==> src/rtl/pipeline_hazard_ctrl_pkg.sv <==
// Shared types and constants for the pipeline stall/flush sequencer.
//   state_t   : sequencer state (RUN, MEM_WAIT, HALT)
//   REG_IDX_W : width of a register index field
//   NOP_INSTR : encoding loaded into IF_ID when it is flushed
package pipeline_pkg;

  localparam int unsigned REG_IDX_W = 5;
  localparam logic [31:0] NOP_INSTR = 32'h0000_0000;

  typedef enum logic [1:0] {
    RUN      = 2'd0,
    MEM_WAIT = 2'd1,
    HALT     = 2'd2
  } state_t;

endpackage

==> src/rtl/pipeline_hazard_ctrl_sat_counter.sv <==
// Saturating up-counter.
//   clk   : clock
//   rst   : synchronous active-high clear
//   inc   : count this cycle
//   count : current value, holds at all-ones
module sat_counter #(
  parameter int unsigned W = 16
) (
  input  logic         clk,
  input  logic         rst,
  input  logic         inc,
  output logic [W-1:0] count
);

  logic [W-1:0] count_q, count_d;

  always_comb begin
    count_d = count_q;
    if (inc && (count_q != '1)) count_d = count_q + W'(1);
  end

  always_ff @(posedge clk) begin
    if (rst) count_q <= '0;
    else     count_q <= count_d;
  end

  assign count = count_q;

endmodule

==> src/rtl/pipeline_hazard_ctrl.sv <==
// Stall/flush sequencer for the IF_ID, ID_EX, EX_MEM and MEM_WB pipeline registers.
// Inputs : ID source fields (id_rs, id_rt, id_uses_rt), EX load info (ex_mem_read,
//          ex_rt_dest), taken branch (ex_branch_tkn), data-memory handshake
//          (mem_req, mem_ready).
// Outputs: pc_en and per-register enable/flush/bubble controls, a saturating count
//          of cycles with pc_en low (stall_cycles), sticky memory timeout flag.
module pipeline_hazard_ctrl
  import pipeline_pkg::*;
#(
  parameter int unsigned MAX_WAIT = 16,
  parameter int unsigned CNT_W    = 16
) (
  input  logic                 clk,
  input  logic                 rst,
  input  logic [REG_IDX_W-1:0] id_rs,
  input  logic [REG_IDX_W-1:0] id_rt,
  input  logic                 id_uses_rt,
  input  logic                 ex_mem_read,
  input  logic [REG_IDX_W-1:0] ex_rt_dest,
  input  logic                 ex_branch_tkn,
  input  logic                 mem_req,
  input  logic                 mem_ready,
  output logic                 pc_en,
  output logic                 if_id_en,
  output logic                 if_id_flush,
  output logic                 id_ex_en,
  output logic                 id_ex_flush,
  output logic                 ex_mem_en,
  output logic                 mem_wb_bubble,
  output logic [CNT_W-1:0]     stall_cycles,
  output logic                 mem_timeout
);

  localparam int unsigned WC_W = $clog2(MAX_WAIT + 1);

  state_t            state_q, state_d;
  logic [WC_W-1:0]   wait_cnt_q, wait_cnt_d;
  logic              mem_timeout_q, mem_timeout_d;
  logic              memw, lu, freeze;

  assign memw = mem_req & ~mem_ready;
  assign lu   = ex_mem_read && (ex_rt_dest != '0) &&
                ((ex_rt_dest == id_rs) || (id_uses_rt && (ex_rt_dest == id_rt)));
  // HALT presents the same frozen outputs as an ongoing memory wait.
  assign freeze = memw || (state_q == HALT);

  always_comb begin
    pc_en         = 1'b1;
    if_id_en      = 1'b1;
    if_id_flush   = 1'b0;
    id_ex_en      = 1'b1;
    id_ex_flush   = 1'b0;
    ex_mem_en     = 1'b1;
    mem_wb_bubble = 1'b0;
    if (rst) begin
      pc_en         = 1'b0;
      if_id_en      = 1'b0;
      if_id_flush   = 1'b1;
      id_ex_en      = 1'b0;
      id_ex_flush   = 1'b1;
      ex_mem_en     = 1'b0;
      mem_wb_bubble = 1'b1;
    end else if (freeze) begin
      pc_en         = 1'b0;
      if_id_en      = 1'b0;
      id_ex_en      = 1'b0;
      ex_mem_en     = 1'b0;
      mem_wb_bubble = 1'b1;
    end else if (ex_branch_tkn) begin
      if_id_flush   = 1'b1;
      id_ex_flush   = 1'b1;
    end else if (lu) begin
      // Hold PC and IF_ID, insert one bubble into ID_EX while the load moves on.
      pc_en         = 1'b0;
      if_id_en      = 1'b0;
      id_ex_flush   = 1'b1;
    end
  end

  always_comb begin
    state_d       = state_q;
    wait_cnt_d    = wait_cnt_q;
    mem_timeout_d = mem_timeout_q;
    case (state_q)
      RUN, MEM_WAIT: begin
        if (memw) begin
          if (wait_cnt_q == WC_W'(MAX_WAIT)) begin
            state_d       = HALT;
            mem_timeout_d = 1'b1;
          end else begin
            state_d    = MEM_WAIT;
            wait_cnt_d = wait_cnt_q + WC_W'(1);
          end
        end else begin
          state_d    = RUN;
          wait_cnt_d = '0;
        end
      end
      HALT:    state_d = HALT;
      default: state_d = RUN;
    endcase
  end

  always_ff @(posedge clk) begin
    if (rst) begin
      state_q       <= RUN;
      wait_cnt_q    <= '0;
      mem_timeout_q <= 1'b0;
    end else begin
      state_q       <= state_d;
      wait_cnt_q    <= wait_cnt_d;
      mem_timeout_q <= mem_timeout_d;
    end
  end

  assign mem_timeout = mem_timeout_q;

  logic stall_inc;
  assign stall_inc = ~pc_en;

  sat_counter #(.W(CNT_W)) u_stall_cnt (
    .clk   (clk),
    .rst   (rst),
    .inc   (stall_inc),
    .count (stall_cycles)
  );

endmodule

==> config.mk <==
export PLATFORM = sky130hd
export DESIGN_NAME = pipeline_hazard_ctrl
export DESIGN_NICKNAME = d
export VERILOG_FILES = /design/src/rtl/pipeline_hazard_ctrl_pkg.sv /design/src/rtl/pipeline_hazard_ctrl_sat_counter.sv /design/src/rtl/pipeline_hazard_ctrl.sv
export SDC_FILE = /design/constraint.sdc
export NUM_CORES = 1
export LEC_CHECK = 0
export CAP_MARGIN = 20
export CELL_PAD_IN_SITES_DETAIL_PLACEMENT = 0
export CELL_PAD_IN_SITES_GLOBAL_PLACEMENT = 1
export CORE_UTILIZATION = 36
export DETAILED_ROUTE_END_ITERATION = 8
export GPL_TIMING_DRIVEN = 1
export HOLD_SLACK_MARGIN = 0.15
export PLACE_DENSITY = 0.88
export SKIP_CTS_REPAIR_TIMING = 1
export SYNTH_ARGS = -nofsm -noshare
export SYNTH_HDL_FRONTEND = slang
export SYNTH_SLANG_ARGS = --single-unit
export TNS_END_PERCENT = 5
==> constraint.sdc <==
create_clock -name clk -period 6.7 [get_ports clk]
set_input_delay 2.01 -clock clk [delete_from_list [all_inputs] [get_ports clk]]
set_output_delay 2.01 -clock clk [all_outputs]
set_load 0.01 [all_outputs]
==> results.sh, run 1 <==
export IMPL_core_rowCount=22
export IMPL_worst_r2r_startpoint="u_stall_cnt.count[3]$_SDFFE_PP0P_"
export IMPL_clkSinkCount=24
export IMPL_clk_insertion_delay_late_ns=0.26
export IMPL_setup_viol=0
export IMPL_drive_above_1_share_pct=4.67
export IMPL_fmax_mhz=166
export IMPL_die_h_um=65.1
export IMPL_synth_compound_area_share_pct=17.2
export IMPL_mean_number_of_vias_per_cell=5.28
export IMPL_result_of_the_run="finished clean"
export IMPL_area_delta_synth_final_pct=35.3
export IMPL_final_fill_count=386
export IMPL_area_after_dpl_sq_mm=0.00190
export IMPL_dr_iter_0_viols=72
export IMPL_first_global_vias=1280
export IMPL_crit_path_start_kind="input pin"
export IMPL_hold_violations=0
export IMPL_hp_start="mem_timeout$_SDFFE_PP0P_"
export IMPL_worst_ir_drop_vdd_v=0.000134
export IMPL_crit_fanout=3
export IMPL_mapped_nets=197
export IMPL_diodes=0
export IMPL_cts_buffers=3
export IMPL_finalWeightedCongestion=0.734
export IMPL_synthAdderAreaFrac_pct=2.62
export IMPL_pwr_cell_area_mw_per_mm2=143
export IMPL_finalNetCount=241
export IMPL_fin_area_sq_mm=0.00194
export IMPL_synth_seq_cells=24
export IMPL_io_pin_count=46
export IMPL_grt_first_pass_wirelength_um=5510
export IMPL_regToRegSetupSlack_ns=4.33
export IMPL_cts_max_path_buffers=2
export IMPL_first_pass_iters=4
export IMPL_worstHoldPathType="reg -> reg"
export IMPL_synth_area_sq_mm=0.00143
export IMPL_synth_xor_area_share_pct=7.33
export IMPL_synthesis_area_per_instance_sq_um=8.34
export IMPL_final_period_minus_worst_setup_slack_ns=6.02
export IMPL_multi_input_comb_area_sq_um=866
export IMPL_cts_tree="built"
export IMPL_whs_path_depth=2
export IMPL_timing_slew_headroom_pct=46.7
export IMPL_worstReg2RegEnd="u_stall_cnt.count[11]$_SDFFE_PP0P_"
export IMPL_clock_input_transition_at_the_sequential_cells_of_the_worst_setup_and_hold_paths_ns=0.07
export IMPL_drt_wirelength_per_cell_um=11.9
export IMPL_rr_worst_depth=6
export IMPL_synth_simple_area_share_pct=31.7
export IMPL_die_x_um=65.1
export IMPL_setup_total_negative_slack_ns=0
export IMPL_grt_start_max_net_pins=31
export IMPL_finalWirelength_um=3120
export IMPL_grt_ovfl_total=0
export IMPL_overall_via_count_from_detail_route=1384
export IMPL_synth_sequential_area_ratio_pct=33.5
export IMPL_leakage_nw=0.683
export IMPL_worstSetupPathType="in -> out"
export IMPL_timing_final_crit_share_pct=89.9
export IMPL_cap_violations=0
export IMPL_unrepaired_setup_endpoints_after_global_routing="no"
export IMPL_min_to="mem_timeout$_SDFFE_PP0P_"
export IMPL_synthesis_yosys_warnings=0
export IMPL_synth_top_family_by_area="simple AND/OR/NAND/NOR gates"
export IMPL_post_synth_mux_area_share_pct=1.57
export IMPL_initial_utilization_pct=38.3
export IMPL_cp_arrival_ns=4.01
export IMPL_final_core_util_pct=51.8
export IMPL_place_port_buffers=45
export IMPL_final_antenna_violating_net_count=0
export IMPL_clock_skew_final_ns=0.00849
export IMPL_critPathCaptureType="output pin"
export IMPL_htreeDepth=1
export IMPL_cp_data_required_time_ns=4.69
export IMPL_timing_hold_ws_ns=0.459
export IMPL_cts_root_buf="sky130_fd_sc_hd__clkbuf_8"
export IMPL_synthesis_instances=172
export IMPL_die_outline_area_sq_mm=0.00424
export IMPL_antenna_found_initial=0
export IMPL_worstMarginPinSlew_ns=0.793
export IMPL_drv_slew=0
export IMPL_grt_usage_pct=15.9
export IMPL_synthDistinctLibCells=46
export IMPL_place_hpwl_um=2410
export IMPL_route_detailed_drc=0
export IMPL_register_area_sq_um=480
export IMPL_core_region_area_sq_mm=0.00374
layout make-up:
type	instances	area share [%]
clock buffers	3	2.13
well taps	48	3.10
repair buffers	47	24.0
flip-flops and latches	24	24.8
multi-input cells	133	44.6
inverters	7	1.35
cells in the mapped netlist, drive strengths merged:
master   n  area share, %
inv      7            1.8
ha       3            2.6
or4      5            2.6
o211a    1           0.70
o31ai    4            2.1
nand3b   1           0.52
mux2     2            1.6
nor4b    1           0.61
nor2b    3            1.3
a21oi   16            5.8
nand2b   4            1.7
clkbuf   1           0.26
a21o     2            1.0
xor2     2            1.2
xnor2   10            6.1
nand2   12            3.1
or3      6            2.6
nand3   10            4.4
and2     2           0.87
dfxtp   24             34
nand4    8            3.5
nor4     3            2.4
and4     1           0.61
a22oi    1           0.52
o21bai   1           0.52
buf      7            4.0
o311ai   1           0.61
o31a     1           0.61
o41ai    2            1.2
and3     1           0.79
and2b    1           0.52
or3b     1           0.61
nor2    13            3.4
o21ai    8            3.1
nor3     4            1.4
or4b     1           0.70
o21a     1           0.52
o22ai    1           0.44
sequential cells by signal (all words and copies together), names as in the netlist:
register	count
wait_cnt_q	5
state_q	2
mem_timeout	1
u_stall_cnt.count	16
cells in the final DEF (no fill, tap or decap), drive strengths merged, types with 2 or more instances in the layout:
cell and count:
nor2b 3, inv 7, o41ai 2, xnor2 10, o21ai 8, nor2 13, xor2 2, nor4 3
nand4 8, nor3 4, mux2 2, nand2b 4, and2 2, a21oi 16, dfxtp 24, nand3 10
clkbuf 3, or3 6, buf 2, nand2 12, a21o 2, ha 3, clkdlybuf4s50 45, o31ai 4
or4 5
power breakdown:
group,switching (mW),internal [mW],total (mW)
logic,0.0206,0.0278,0.0484
registers,0.00191,0.144,0.146
clock network,0.0427,0.0401,0.0828
how the worst max path moves through the flow:
| stage | from | end | slack, ns | cells past startpoint |
|---|---|---|---|---|
| CTS | ex_rt_dest[1] | pc_en | 0.64 | 6 |
| detailed placement | ex_rt_dest[1] | pc_en | 0.64 | 6 |
| global route | ex_rt_dest[1] | pc_en | 0.59 | 6 |
| floorplan | ex_rt_dest[1] | pc_en | 1.39 | 7 |
| global placement | ex_rt_dest[1] | pc_en | 0.65 | 6 |
| finish | ex_rt_dest[1] | pc_en | 0.68 | 6 |
stage by stage:
| stage | instances | setup WS, ns | total power [mW] |
|---|---|---|---|
| final | 262 | 0.679 | 0.278 |
| after global routing | 262 | 0.586 | 0.293 |
| after CTS | 262 | 0.635 | 0.282 |
| after detailed placement | 259 | 0.637 | 0.199 |
| after global placement | 259 | 0.654 | 0.199 |
| after floorplan | 172 | 1.39 | 0.174 |
routing by layer:
metal  vias to the layer above  wire length, um  GRT usage, %
li1                        717                -             -
met2                        35             1510          27.5
met3                         0              152          3.47
met5                         -                0             0
met1                       632             1460          21.0
met4                         0                0          1.63
cells by family (layout without fill, tap and decap cells):
family / Yosys count / in the layout
flops: 24 / 24
buf+inv: 15 / 57
fa+ha+maj: 3 / 3
mux: 2 / 2
simple gates: 77 / 77
compound gates: 39 / 39
xor+xnor: 12 / 12
worst max-delay path, cell delays in order:
cell	delay, ns
sky130_fd_sc_hd__clkdlybuf4s50_1	0.47
sky130_fd_sc_hd__or4_1	0.56
sky130_fd_sc_hd__o21ai_2	0.14
sky130_fd_sc_hd__nor2_1	0.07
sky130_fd_sc_hd__a21oi_2	0.20
sky130_fd_sc_hd__clkdlybuf4s50_1	0.57
No activity file was read; power rests on OpenSTA's default activity.
==> run 2: changes to the inputs <==
- PLACE_DENSITY: 0.88 -> 0.92
==> results.sh, run 2 (synthesis gave the netlist of run 1 again) <==
export IMPL_final_core_util_pct=52.8
export IMPL_unrepaired_setup_endpoints_after_global_routing="no"
export IMPL_leakage_nw=0.702
export IMPL_finalNetCount=242
export IMPL_worstMarginPinSlew_ns=0.781
export IMPL_hp_start="mem_timeout$_SDFFE_PP0P_"
export IMPL_core_region_area_sq_mm=0.00374
export IMPL_place_port_buffers=45
export IMPL_rr_worst_depth=6
export IMPL_grt_usage_pct=16.4
export IMPL_drv_slew=0
export IMPL_layout_common_cells="sky130_fd_sc_hd__clkdlybuf4s50_1, sky130_fd_sc_hd__dfxtp_1, sky130_fd_sc_hd__a21oi_1"
export IMPL_timing_slew_headroom_pct=47.5
export IMPL_dr_iter_0_viols=45
export IMPL_crit_fanout=9
export IMPL_min_to="mem_timeout$_SDFFE_PP0P_"
export IMPL_final_fill_count=394
export IMPL_critPathCaptureType="output pin"
export IMPL_multi_input_comb_area_sq_um=866
export IMPL_commonest_non_fill_non_tap_cell_in_the_layout="sky130_fd_sc_hd__clkdlybuf4s50_1"
export IMPL_hold_violations=0
export IMPL_worstHoldPathType="reg -> reg"
export IMPL_worst_r2r_startpoint="u_stall_cnt.count[3]$_SDFFE_PP0P_"
export IMPL_clk_insertion_delay_late_ns=0.27
export IMPL_regToRegSetupSlack_ns=4.33
export IMPL_crit_path_start_kind="input pin"
export IMPL_cts_tree="built"
export IMPL_first_pass_iters=4
export IMPL_grt_ovfl_total=0
export IMPL_worstSetupPathType="in -> out"
export IMPL_largest_reg_flops=16
export IMPL_grt_start_max_net_pins=24
export IMPL_timing_final_crit_share_pct=93.2
export IMPL_overall_via_count_from_detail_route=1356
export IMPL_clock_skew_final_ns=0.0103
export IMPL_whs_path_depth=2
export IMPL_cap_violations=0
export IMPL_setup_total_negative_slack_ns=0
export IMPL_finalWeightedCongestion=0.785
export IMPL_first_global_vias=1214
export IMPL_initial_utilization_pct=38.3
export IMPL_mean_number_of_vias_per_cell=5.14
export IMPL_cp_data_required_time_ns=4.69
export IMPL_clock_input_transition_at_the_sequential_cells_of_the_worst_setup_and_hold_paths_ns=0.08
export IMPL_place_hpwl_um=2440
export IMPL_die_outline_area_sq_mm=0.00424
export IMPL_pwr_cell_area_mw_per_mm2=164
export IMPL_final_period_minus_worst_setup_slack_ns=6.24
export IMPL_cts_buffers=3
export IMPL_worst_ir_drop_vdd_v=0.000117
export IMPL_cts_max_path_buffers=2
export IMPL_htreeDepth=1
export IMPL_drt_wirelength_per_cell_um=12.3
export IMPL_register_area_sq_um=480
export IMPL_finalWirelength_um=3260
export IMPL_worstReg2RegEnd="u_stall_cnt.count[11]$_SDFFE_PP0P_"
export IMPL_setup_viol=0
export IMPL_diodes=0
export IMPL_antenna_found_initial=0
export IMPL_route_detailed_drc=0
export IMPL_clkSinkCount=24
export IMPL_area_delta_synth_final_pct=37.9
export IMPL_result_of_the_run="finished clean"
export IMPL_fmax_mhz=160
export IMPL_drive_above_1_share_pct=5.56
export IMPL_grt_first_pass_wirelength_um=5510
export IMPL_cts_root_buf="sky130_fd_sc_hd__clkbuf_8"
export IMPL_core_rowCount=22
export IMPL_die_h_um=65.1
export IMPL_cp_arrival_ns=4.23
export IMPL_die_x_um=65.1
export IMPL_final_antenna_violating_net_count=0
export IMPL_io_pin_count=46
## run 2: cell types whose count changed in the layout (fill, tap and decap cells not counted), sizes merged
cell    previous run  this run
buf                2         3
bufinv             0         1
## run 2: cell type report
class                   instances  share of cell area, %
flip-flops and latches         24                   24.3
inverters                       7                   1.33
multi-input cells             133                   43.8
clock inverters                 1                   1.52
repair buffers                 48                   23.9
well taps                      48                   3.04
clock buffers                   3                   2.09
## run 2: through the flow
stage          hold slack [ns]  std cells  worst slack, ns  cell area, sq um  power [mW]
2_1_floorplan            0.466        172             1.39              1430       0.174
6_report                 0.453        264            0.456              1980       0.324
5_1_grt                  0.472        264            0.305              1980       0.338
3_3_place_gp             0.439        260            0.444              1910       0.199
3_5_place_dp             0.437        260            0.429              1910       0.199
4_1_cts                  0.457        264            0.425              1980       0.328
## run 2: worst max path at each step
| stage | endpoint | slack [ns] | startpoint | cells past startpoint |
|---|---|---|---|---|
| floorplan | pc_en | 1.39 | ex_rt_dest[1] | 7 |
| global placement | pc_en | 0.44 | ex_rt_dest[1] | 6 |
| detailed placement | pc_en | 0.43 | ex_rt_dest[1] | 6 |
| CTS | pc_en | 0.43 | ex_rt_dest[1] | 6 |
| global route | pc_en | 0.30 | ex_rt_dest[1] | 6 |
| finish | pc_en | 0.46 | ex_rt_dest[1] | 6 |
## run 2: routing by layer
layer	vias up	wire length [um]	part of all wire (%)	track usage, %
met1	604	1560	48	21.1
met3	2	140	4.3	3.47
met5	-	0	0	0
li1	718	-	-	-
met4	0	17	0.52	3.26
met2	32	1540	47	28.1
## run 2: power breakdown
| part | leakage [nW] | internal (mW) | switching (mW) |
|---|---|---|---|
| Clock | 0.0357 | 0.0799 | 0.0487 |
| Combinational | 0.472 | 0.0283 | 0.0208 |
| Sequential | 0.194 | 0.144 | 0.00201 |
## run 2: worst max-delay path: stages
cell and delay (ns):
sky130_fd_sc_hd__clkdlybuf4s50_1 0.46, sky130_fd_sc_hd__or4_1 0.56, sky130_fd_sc_hd__o21ai_2 0.15, sky130_fd_sc_hd__nor2_1 0.06, sky130_fd_sc_hd__a21oi_2 0.36, sky130_fd_sc_hd__clkdlybuf4s50_1 0.63
==> run 3: changes to the inputs <==
- CAP_MARGIN: 20 -> 0
- SLEW_MARGIN: not set -> 15
==> results of run 3 <==
Same layout as run 2: the final DEF is identical, and so are final timing and power.
